File: config.mk
export PLATFORM = sky130hd
export DESIGN_NAME = instr_fetch
export DESIGN_NICKNAME = d
export VERILOG_FILES = /design/src/rtl/instr_fetch.sv
export SDC_FILE = /design/constraint.sdc
export NUM_CORES = 1
export LEC_CHECK = 0
export CAP_MARGIN = 40
export CORE_UTILIZATION = 45
export DETAILED_ROUTE_END_ITERATION = 10
export PLACE_DENSITY = 0.77
export SYNTH_ARGS = -nofsm -noshare
export SYNTH_HDL_FRONTEND = slang
export SYNTH_SLANG_ARGS = --single-unit
File: constraint.sdc
create_clock -name clk -period 5.3 [get_ports clk]
set_input_delay 1.06 -clock clk [delete_from_list [all_inputs] [get_ports clk]]
set_output_delay 1.06 -clock clk [all_outputs]
set_load 0.01 [all_outputs]
File: src/rtl/instr_fetch.sv
// rtl/instr_fetch.sv - instruction fetch unit: one-outstanding-request memory front end
// feeding a small FIFO of {instruction, pc} pairs, with redirect/flush support.
module instr_fetch #(
  parameter logic [31:0] RESET_PC  = 32'h0000_0000,
  parameter int          BUF_DEPTH = 2
) (
  input  logic        clk,
  input  logic        rst_n,
  input  logic        redirect_valid,
  input  logic [31:0] redirect_pc,
  output logic        imem_req_valid,
  input  logic        imem_req_ready,
  output logic [31:0] imem_req_addr,
  input  logic        imem_rsp_valid,
  input  logic [31:0] imem_rsp_data,
  output logic        inst_valid,
  input  logic        inst_ready,
  output logic [31:0] inst_code,
  output logic [31:0] inst_pc
);

  localparam int PW = (BUF_DEPTH > 2) ? 2 : 1;
  localparam int CW = PW + 1;
  localparam logic [CW-1:0] DEPTH_C = CW'(BUF_DEPTH);

  typedef enum logic [1:0] {
    S_REQ   = 2'd0,
    S_WAIT  = 2'd1,
    S_DRAIN = 2'd2
  } state_t;

  state_t        state;
  state_t        state_nxt;
  logic [31:0]   pc;
  logic [31:0]   req_pc;
  logic [PW-1:0] head;
  logic [PW-1:0] tail;
  logic [CW-1:0] count;
  logic [31:0]   code_mem [BUF_DEPTH];
  logic [31:0]   pc_mem   [BUF_DEPTH];

  logic          req_want;
  logic          req_fire;
  logic          push;
  logic          pop;
  logic [31:0]   redirect_target;

  assign redirect_target = redirect_pc & 32'hFFFF_FFFC;

  // Next-state and request/push decode; a redirect overrides everything in its cycle.
  always_comb begin
    state_nxt = state;
    req_want  = 1'b0;
    push      = 1'b0;
    unique case (state)
      S_REQ: begin
        req_want = (count < DEPTH_C) && !redirect_valid;
        if (req_want && imem_req_ready) begin
          state_nxt = S_WAIT;
        end
      end
      S_WAIT: begin
        if (redirect_valid) begin
          state_nxt = imem_rsp_valid ? S_REQ : S_DRAIN;
        end else if (imem_rsp_valid) begin
          push      = 1'b1;
          state_nxt = S_REQ;
        end
      end
      S_DRAIN: begin
        if (imem_rsp_valid) begin
          state_nxt = S_REQ;
        end
      end
      default: state_nxt = S_REQ;
    endcase
  end

  // rst_n gates the request so nothing is issued while reset is held.
  assign imem_req_valid = req_want & rst_n;
  assign imem_req_addr  = pc;
  assign req_fire       = imem_req_valid & imem_req_ready;

  assign inst_valid = (count != '0) && !redirect_valid;
  assign inst_code  = code_mem[head];
  assign inst_pc    = pc_mem[head];
  assign pop        = inst_valid & inst_ready;

  always_ff @(posedge clk or negedge rst_n) begin
    if (!rst_n) begin
      state  <= S_REQ;
      pc     <= RESET_PC;
      req_pc <= 32'h0000_0000;
    end else begin
      state <= state_nxt;
      if (redirect_valid) begin
        pc <= redirect_target;
      end else if (req_fire) begin
        pc <= pc + 32'd4;
      end
      if (req_fire) begin
        req_pc <= pc;
      end
    end
  end

  // Buffer pointers and occupancy; a redirect flushes to empty.
  always_ff @(posedge clk or negedge rst_n) begin
    if (!rst_n) begin
      head  <= '0;
      tail  <= '0;
      count <= '0;
    end else if (redirect_valid) begin
      head  <= '0;
      tail  <= '0;
      count <= '0;
    end else begin
      if (push) begin
        tail <= tail + PW'(1);
      end
      if (pop) begin
        head <= head + PW'(1);
      end
      unique case ({push, pop})
        2'b10:   count <= count + CW'(1);
        2'b01:   count <= count - CW'(1);
        default: count <= count;
      endcase
    end
  end

  always_ff @(posedge clk or negedge rst_n) begin
    if (!rst_n) begin
      for (int i = 0; i < BUF_DEPTH; i++) begin
        code_mem[i] <= 32'h0000_0000;
        pc_mem[i]   <= 32'h0000_0000;
      end
    end else if (push) begin
      code_mem[tail] <= imem_rsp_data;
      pc_mem[tail]   <= req_pc;
    end
  end

endmodule

==> results.cfg <==
[detailed_routing]
viasPerCell = 5.47
drtIter0Drc = 475
firstDrtPassIters = 5
vias = 6017
postRouteAntennaNets = 0
drc = 0
wirelength_mm = 18.7
wl_per_cell_um = 17.0

[synthesis]
syn_avg_cell_area_um2 = 12.2
seq_area_frac_synth_pct = 55.2
synth_edf_count = 0
synth_area_leaders = dfrtp_1 55%, mux2_2 24%, nand2_1 5.2%
synth.top_cells.by_count = 190 x dfrtp_1, 186 x mux2_2, 119 x nand2_1, 25 x o21ai_0, 21 x nand3_1
synth_cell_types = 49
ys.flop_type = dfrtp_1
synthCells = 703
yosys_warnings = 0
synth_top_cell_by_area = dfrtp_1
yosysMostFrequentCell = dfrtp_1
synth-seq-cells = 190
synth_area_um2 = 8610
async_reset_ff_share_pct = 100
synth_top_area_share_pct = 55.2

[clocking]
clk_pin_slew_ns = 0.07
cts_buffer_depth = 2
numCtsBuffers = 17
cts_sinks = 190
root_buffer = clkbuf_16
postCtsHoldBufs = 0
cts_tree = built
worstSkewPairLatency_ns = 0.42
cts_setup_buffers = 0
cts-resized-gates = 0
h-tree-depth = 4

[global_routing]
grt_pass1_wl_mm = 30.9
grt_overflow = 0
antenna_found_initial = 0
grt_max_degree = 71
grt_pass1_vias = 5937
grt_usage_pct = 20.1

[timing]
fin_crit_sh_pct = 72.9
tightest_slew_ns = 0.894
hold_viol = 0
maxSlewViolCount = 0
fmax_mhz = 259
setup_tns_ns = 0
rsz0062_at_grt = false
setup_viol = 0
setup_slack_ns = 1.44
fin_crit_ns = 3.86
worst_clock_skew_ns = 0.0118
maxSlewHeadroom_pct = 40.4

[floorplanning]
die_x_um = 140
core_um2 = 18700
die_h_um = 140
rows = 50
start_util_pct = 46.0
dieArea_um2 = 19700
io_pins = 168

[cells_and_area]
multi_input_area_um2 = 3620
nets = 925
n_fill_cell = 1581
drive_above_1_share_pct = 27.3
seqCellArea_um2 = 4760
area_growth_syn_to_layout_pct = 27.3
diodes = 0

[flow_run]
max_cap_violations = 0

[critical_path]
worstPathMaxFanout = 10
worstPathArrival_ns = 2.80
r2r_end = imem_req_addr[29]
cp.depth = 4
worstSetupEndpoint = imem_req_valid
slowest_delay_ns = 0.67
cp_top_family = buffers and inverters
critPathBufInv = 2
start_kind = input pin
crit_required_ns = 4.24
slowest_stage = clkdlybuf4s50_1
rr_worst_depth = 5
path_class = input pin to output port
cp-end-kind = output port
crit_top_cell = clkdlybuf4s50_1
startpoint = redirect_valid
r2r_start = count[1]
reg2reg_setup_slack_ns = 2.75
worstPathCellList = clkdlybuf4s50_1, nor2_1, and3_1, clkdlybuf4s50_1

[outcome]
status = completed

[min_path]
worstHoldPathType = register to register

[power_and_ir_drop]
powerDensity_nw_per_um2 = 393
p_sw_share_pct = 26.8
vdd_drop_max_uv = 237
comb_power_share_pct = 27.1
p_seq_share_pct = 45.4
p_leak_nw = 4.92
power.share.clock_pct = 27.5
p_int_mw = 3.16
p_sw_mw = 1.16
power_mw = 4.31

[placed_design]
gp_congestion = 0.842
port_buffers = 161
place_worst_setup_slack_ns = 1.40
dp_hpwl_mm = 12.2
-- layer usage --
metal	global-route usage [%]	wire (um)	up-vias	part of all wire [%]
met3	4.34	972	11	5.2
li1	-	-	2815	-
met2	30.5	8600	196	46
met4	5.49	148	0	0.79
met1	29.1	9010	2995	48
met5	0	0	-	0
-- flip-flops by register name, indices dropped and copies added (netlist names) --
| name | count |
|---|---|
| count | 2 |
| code_mem | 64 |
| pc_mem | 60 |
| req_pc | 30 |
| tail | 1 |
| state | 2 |
| imem_req_addr | 30 |
| head | 1 |
-- logic make-up (layout without fill, tap and decap cells) --
| logic type | count (synthesis) | count (layout) | share of synthesized area, % |
|---|---|---|---|
| AND/OR/NAND/NOR | 202 | 202 | 11.4 |
| buffers and inverters | 48 | 207 | 2.92 |
| multiplexers | 186 | 186 | 24.3 |
| AO/OA/AOI/OAI | 70 | 70 | 5.45 |
| adder cells (fa/ha/maj) | 1 | 1 | 0.145 |
| other | 1 | 4 | 0.0436 |
| XOR/XNOR | 5 | 5 | 0.509 |
| flip-flops | 190 | 190 | 55.2 |
-- metrics by stage --
step	instance area (um^2)	hold WS (ns)	util, %	cells
after floorplan	8620	0.445	-	706
after global placement	10400	0.466	55.5	1067
after detailed placement	10400	0.478	55.7	1069
after CTS	11000	0.483	58.6	1099
after global routing	11000	0.508	58.6	1099
final	11000	0.488	58.6	1099
-- area by class of cell --
| cell class | count | share of cell area (%) |
|---|---|---|
| multi-input combinational | 468 | 33.0 |
| sequential | 190 | 43.4 |
| inverter | 5 | 0.171 |
| clock buffer | 21 | 4.11 |
| timing repair buffer | 172 | 15.8 |
| clock inverter | 9 | 0.822 |
| tap | 234 | 2.67 |
-- cell usage in the layout (no fill, tap or decap), types with 9 or more instances in the layout --
cell type / n
clkdlybuf4s50_1: 160
nor2_1: 15
buf_4: 9
o21ai_0: 25
a21oi_1: 9
clkbuf_16: 17
dfrtp_1: 189
nand2_1: 119
mux2_2: 186
nand3_1: 21
-- power groups by stage --
stage / combinational [mW] / clock, mW / sequential [mW]
after floorplan: 0.614 / 0 / 1.93
after global placement: 1.16 / 0 / 1.97
after detailed placement: 1.18 / 0 / 1.98
after CTS: 1.18 / 1.22 / 1.96
after global routing: 1.26 / 1.28 / 2.00
final: 1.17 / 1.19 / 1.96
-- worst min path at each step --
stage	startpoint	to	slack, ns	cells past startpoint
floorplan	state[1]	state[0]	0.45	1
global placement	state[1]	state[0]	0.47	1
finish	state[1]	state[0]	0.49	1
detailed placement	state[1]	state[0]	0.48	1
CTS	state[1]	state[0]	0.48	1
global route	code_mem[0]	code_mem[0]	0.51	1
(Power assumes the default switching activity.)
